`src/rtl/jojo_pkg.sv`:
```
// Shared game encodings and BCD types for the score and display paths.
package jojo_pkg;

    localparam int DIGITS_DEFAULT = 4;

    typedef logic [3:0] bcd_digit_t;

    typedef enum logic [2:0] {
        GS_INITIAL   = 3'd0,
        GS_START     = 3'd1,
        GS_PLAY      = 3'd2,
        GS_COLLISION = 3'd3,
        GS_GAMEOVER  = 3'd4
    } gamestate_t;

    typedef enum logic [1:0] {
        SK_IDLE,
        SK_RUN,
        SK_COMMIT,
        SK_DONE
    } sk_state_t;

    // Undefined encodings 5..7 fold onto Initial.
    function automatic gamestate_t norm_gamestate(input logic [2:0] raw);
        if (raw > 3'd4) begin
            return GS_INITIAL;
        end
        return gamestate_t'(raw);
    endfunction

endpackage

```
`src/rtl/bcd_counter.sv`:
```
// Multi-digit BCD up-counter with synchronous clear, saturating at all nines.
module bcd_counter
    import jojo_pkg::*;
#(
    parameter int DIGITS = DIGITS_DEFAULT
) (
    input  logic                clk,
    input  logic                rst_n,
    input  logic                clr,
    input  logic                inc,
    output logic [4*DIGITS-1:0] count
);

    bcd_digit_t          digit_q [DIGITS];
    logic [DIGITS-1:0]   is_nine;
    logic [DIGITS-1:0]   carry;
    logic                all_nine;

    assign all_nine = &is_nine;
    // Blocking the chain at all-nines is what makes the counter saturate.
    assign carry[0] = inc & ~all_nine;

    generate
        for (genvar gi = 0; gi < DIGITS; gi++) begin : g_digit
            bcd_digit_t digit_d;

            assign is_nine[gi] = (digit_q[gi] == 4'd9);

            if (gi < DIGITS - 1) begin : g_carry
                assign carry[gi+1] = carry[gi] & is_nine[gi];
            end

            always_comb begin
                digit_d = digit_q[gi];
                if (clr) begin
                    digit_d = '0;
                end else if (carry[gi]) begin
                    digit_d = is_nine[gi] ? 4'd0 : digit_q[gi] + 4'd1;
                end
            end

            always_ff @(posedge clk or negedge rst_n) begin
                if (!rst_n) begin
                    digit_q[gi] <= '0;
                end else begin
                    digit_q[gi] <= digit_d;
                end
            end

            assign count[4*gi +: 4] = digit_q[gi];
        end
    endgenerate

endmodule

```
`src/rtl/score_keeper.sv`:
```
// BCD survival score with Gameover high-score commit.
// Optional high-score register/comparator enabled by defining SCORE_HIGH_EN.
module score_keeper
    import jojo_pkg::*;
#(
    parameter int TICK_DIV = 10_000_000,
    parameter int DIGITS   = DIGITS_DEFAULT
) (
    input  logic                clk,
    input  logic                hard_reset_n,
    input  logic                game_en,
    input  logic                game_reset,
    input  logic [2:0]          gamestate,
    output logic [4*DIGITS-1:0] score_bcd,
    output logic [4*DIGITS-1:0] high_bcd,
    output logic                new_high,
    output logic                score_tick
);

    localparam int             PW         = $clog2(TICK_DIV);
    localparam logic [PW-1:0]  PRESC_LAST = PW'(TICK_DIV - 1);

    sk_state_t      state_q, state_d;
    gamestate_t     gs, prev_gs_q;
    logic [PW-1:0]  presc_q, presc_d;
    logic           tick_q, tick_d;
    logic           cnt_clr, cnt_inc;
    logic           gameover_edge, playing;

    assign gs            = norm_gamestate(gamestate);
    assign gameover_edge = (gs == GS_GAMEOVER) && (prev_gs_q != GS_GAMEOVER);
    assign playing       = (gs == GS_PLAY) && game_en;

    always_comb begin
        state_d = state_q;
        presc_d = presc_q;
        tick_d  = 1'b0;
        cnt_clr = 1'b0;
        cnt_inc = 1'b0;
        case (state_q)
            SK_IDLE: begin
                if (game_reset && game_en) begin
                    state_d = SK_RUN;
                    presc_d = '0;
                    cnt_clr = 1'b1;
                end
            end
            SK_RUN: begin
                // Restart beats Gameover, which beats a pending point.
                if (game_reset) begin
                    presc_d = '0;
                    cnt_clr = 1'b1;
                end else if (gameover_edge) begin
                    state_d = SK_COMMIT;
                end else if (playing) begin
                    if (presc_q == PRESC_LAST) begin
                        presc_d = '0;
                        cnt_inc = 1'b1;
                        tick_d  = 1'b1;
                    end else begin
                        presc_d = presc_q + 1'b1;
                    end
                end
            end
            SK_COMMIT: begin
                state_d = SK_DONE;
            end
            SK_DONE: begin
                if (game_reset) begin
                    state_d = SK_IDLE;
                end
            end
            default: begin
                state_d = SK_IDLE;
            end
        endcase
    end

    always_ff @(posedge clk or negedge hard_reset_n) begin
        if (!hard_reset_n) begin
            state_q   <= SK_IDLE;
            presc_q   <= '0;
            tick_q    <= 1'b0;
            prev_gs_q <= GS_INITIAL;
        end else begin
            state_q   <= state_d;
            presc_q   <= presc_d;
            tick_q    <= tick_d;
            prev_gs_q <= gs;
        end
    end

    bcd_counter #(
        .DIGITS (DIGITS)
    ) u_score (
        .clk   (clk),
        .rst_n (hard_reset_n),
        .clr   (cnt_clr),
        .inc   (cnt_inc),
        .count (score_bcd)
    );

    assign score_tick = tick_q;

`ifdef SCORE_HIGH_EN
    logic [4*DIGITS-1:0] high_q, high_d;
    logic                new_high_q, new_high_d;
    logic                score_gt, gt_decided;

    // Most significant differing digit decides.
    always_comb begin
        score_gt   = 1'b0;
        gt_decided = 1'b0;
        for (int i = DIGITS - 1; i >= 0; i--) begin
            if (!gt_decided && (score_bcd[4*i +: 4] != high_q[4*i +: 4])) begin
                score_gt   = (score_bcd[4*i +: 4] > high_q[4*i +: 4]);
                gt_decided = 1'b1;
            end
        end
    end

    always_comb begin
        high_d     = high_q;
        new_high_d = new_high_q;
        if ((state_q == SK_IDLE) && game_reset && game_en) begin
            new_high_d = 1'b0;
        end else if ((state_q == SK_COMMIT) && score_gt) begin
            high_d     = score_bcd;
            new_high_d = 1'b1;
        end
    end

    always_ff @(posedge clk or negedge hard_reset_n) begin
        if (!hard_reset_n) begin
            high_q     <= '0;
            new_high_q <= 1'b0;
        end else begin
            high_q     <= high_d;
            new_high_q <= new_high_d;
        end
    end

    assign high_bcd = high_q;
    assign new_high = new_high_q;
`else
    assign high_bcd = '0;
    assign new_high = 1'b0;
`endif

endmodule

```
`config.mk`:
```
export PLATFORM = sky130hd
export DESIGN_NAME = score_keeper
export DESIGN_NICKNAME = d
export VERILOG_FILES = /design/src/rtl/jojo_pkg.sv /design/src/rtl/bcd_counter.sv /design/src/rtl/score_keeper.sv
export SDC_FILE = /design/constraint.sdc
export NUM_CORES = 1
export LEC_CHECK = 0
export ABC_AREA = 1
export CAP_MARGIN = 20
export CORE_MARGIN = 1
export CORE_UTILIZATION = 45
export DETAILED_ROUTE_END_ITERATION = 10
export PLACE_DENSITY = 0.67
export RECOVER_POWER = 50
export SYNTH_ARGS = -nofsm -noshare
export SYNTH_HDL_FRONTEND = slang
export SYNTH_SLANG_ARGS = --single-unit
```
`constraint.sdc`:
```
create_clock -name clk -period 2.2 [get_ports clk]
set_input_delay 0.22 -clock clk [delete_from_list [all_inputs] [get_ports clk]]
set_output_delay 0.22 -clock clk [all_outputs]
set_load 0.005 [all_outputs]
```
==> insert_results.sql <==
INSERT INTO impl_metrics (metric_group, metric, value, unit) VALUES
('global_routing', 'grt_pass1_wl', '11.2', 'mm'),
('placement', 'port_buffers', '23', ''),
('detailed_routing', 'ant_nets', '0', ''),
('global_routing', 'grt-busiest-layer', 'met2', ''),
('sta', 'fin_worst_skew', '11.7', 'ps'),
('status', 'status', 'finished clean', ''),
('worst_setup_path', 'worst-endpoint-arrival', '2200', 'ps'),
('synth', 'synth-async-reset-ratio', '100', '%'),
('global_routing', 'grt_pass1_vias', '2493', ''),
('detailed_routing', 'drt_wl_total', '6.55', 'mm'),
('clock_tree', 'ctsLongestPathBuffers', '2', ''),
('finish', 'post_route_cells_drive_above_1_share', '11.4', '%'),
('worst_setup_path', 'cp_max_fo', '16', ''),
('synth', 'synth.yosys.seq_area_share', '36.8', '%'),
('detailed_routing', 'vias_per_cell', '5.05', ''),
('power_and_ir_drop', 'leak', '1.63', 'nW'),
('placement', 'post-place-cells', '511', ''),
('synth', 'synth_edf_count', '0', ''),
('sta', 'finalHoldViolations', '0', ''),
('clock_tree', 'cts_inserted_buffers', '5', ''),
('sta', 'setup_viol_count_final', '0', ''),
('placement', 'postPlaceCellArea', '3360', 'um^2'),
('clock_tree', 'clkSlewWorstSetupHoldPaths', '80', 'ps'),
('sta', 'timing.final.crit_share', '91.8', '%'),
('sta', 'whs', '497', 'ps'),
('worst_hold_path', 'timing.hold.worst.class', 'primary input to flop', ''),
('power_and_ir_drop', 'power.total', '2.58', 'mW'),
('floorplanning', 'num_io_pins', '41', ''),
('synth', 'synth.top_cell.area_share', '36.8', '%'),
('floorplanning', 'die_area', '7290', 'um^2'),
('finish', 'area.growth.synth_to_final', '11.0', '%'),
('finish', 'final_cell_count_no_fill', '520', ''),
('power_and_ir_drop', 'power_per_cell_area', '743', 'nW/um^2'),
('sta', 'grt_setup_unrepaired', 'no', ''),
('power_and_ir_drop', 'power_frac_clock', '24.1', '%'),
('floorplanning', 'floorplan.core_area', '6760', 'um^2'),
('synth', 'ys_ff_latch', '46', ''),
('worst_hold_path', 'whs_path_depth', '3', ''),
('synth', 'avgSynthCellArea', '7.61', 'um^2'),
('sta', 'slew_violations', '0', ''),
('power_and_ir_drop', 'switching_power', '1.01', 'mW'),
('floorplanning', 'num_rows', '30', ''),
('power_and_ir_drop', 'power_switching_share', '39.2', '%'),
('clock_tree', 'clkSinkCount', '46', ''),
('floorplanning', 'initial_core_utilization', '46.3', '%'),
('sta', 'fin_setup_tns', '0', 'ps'),
('worst_hold_path', 'min_delay_worst_endpoint', 'prev_gs_q[1]', ''),
('power_and_ir_drop', 'peakVddDrop', '0.533', 'mV'),
('global_routing', 'antenna_found_initial', '0', ''),
('power_and_ir_drop', 'sequentialPowerShare', '39.3', '%'),
('sta', 'maxSlewHeadroom', '7.74', '%'),
('detailed_routing', 'via_count', '2625', ''),
('synth', 'yosys_warnings', '0', ''),
('sta', 'worst_slack', '181', 'ps'),
('worst_setup_path', 'reg2reg_to', 'presc_q[5]', ''),
('synth', 'synth.cells.most_frequent', 'nand2_1, inv_1, nor2_1', ''),
('placement', 'placer_congestion_estimate', '0.893', ''),
('flow_run', 'drv_cap', '0', ''),
('worst_hold_path', 'min-delay-start', 'gamestate[1]', ''),
('finish', 'num_antenna_cells', '0', ''),
('worst_setup_path', 'r2r-start', 'state_q[0]', ''),
('finish', 'fin_nets', '459', ''),
('worst_setup_path', 'worstSetupPathType', 'flop to flop', ''),
('global_routing', 'grt.met3_usage', '3.21', '%'),
('worst_setup_path', 'ff2ff_path_depth', '11', ''),
('synth', 'synth_area_leaders', 'dfrtp_1, nand2_1, inv_1, nor2_1, ha_1', ''),
('worst_setup_path', 'worst_setup_path_startpoint', 'state_q[0]', ''),
('placement', 'place.detailed.hpwl', '5.19', 'mm'),
('worst_setup_path', 'rrSetupSlack', '180', 'ps'),
('clock_tree', 'clk-insertion-delay-late', '300', 'ps'),
('detailed_routing', 'firstDrtPassIters', '4', '');
[metal layers]
metal  vias up  share of wire (%)  routed length (um)
li1       1331                  -                   -
met1      1235                 46                2980
met2        55                 50                3260
met3         4                4.1                 270
met4         0               0.60                  39
met5         -                  0                   0
[cell type report]
cell class | count | area [um^2]
Sequential cell | 46 | 1150
Clock inverter | 2 | 37.5
Clock buffer | 6 | 72.6
Timing Repair Buffer | 26 | 244
Fill cell | 665 | 3280
Inverter | 63 | 239
Multi-Input combinational cell | 297 | 1630
Tap cell | 80 | 100
[how the worst max path moves through the flow]
stage,to,slack [ps],cells past startpoint
after floorplan,u_score.count[10],530,11
after global placement,presc_q[5],210,9
after detailed placement,presc_q[5],140,9
after CTS,presc_q[5],140,11
after global routing,presc_q[5],20,11
final,presc_q[5],180,11
[worst max-delay path, cell delays in order (launching register included)]
cell	delay, ps
dfrtp_1	390
inv_1	90
ha_1	240
inv_1	120
a21oi_2	50
a21oi_2	170
nand2_4	170
inv_4	170
nand2_2	170
inv_2	170
a21oi_1	60
o21a_1	100
[power by group through the flow]
stage	sequential, mW	combinational [mW]	clock [mW]
floorplan	1.02	0.808	0
global placement	1.03	0.918	0
detailed placement	1.03	0.948	0
CTS	1.02	0.953	0.644
global route	1.03	1.06	0.680
finish	1.02	0.942	0.623
[kinds of logic after synthesis]
family,count (synthesis),synth area share (%)
other,1,0.120
AOI/OAI and AO/OA,36,6.52
buffers and inverters,84,13.1
adders and majority gates,13,5.20
DFF,46,36.8
and+or+nand+nor,223,36.1
xor gates and xnor gates,8,2.24
[sequential cells by signal, indices dropped and copies added (netlist names)]
name and flops:
state_q 2, presc_q 24, score_tick 1, u_score.count 16, prev_gs_q 3
[cells in the final DEF, fill, tap and decap left out, types with 6 or more instances in the layout]
master,synthesis,layout
o21ai_1,7,7
nand3_1,26,26
xor2_1,6,6
a21oi_1,14,14
o21ai_0,7,7
nor2_1,48,49
nand4_1,12,12
nor3_1,10,10
inv_1,56,56
inv_2,6,6
ha_1,13,12
nand2_1,91,91
dfrtp_1,46,46
clkdlybuf4s50_1,0,16
nor2_4,6,6
conb_1,1,17
dlygate4sd3_1,0,7
[timing repair]
action	4_1_cts	5_1_grt
buffers inserted	0	0
hold endpoints to repair	24	0
resized for setup	0	1
hold buffers	1	0
setup endpoints to repair	0	1
Note: power is estimated with default switching activity, not from simulation.
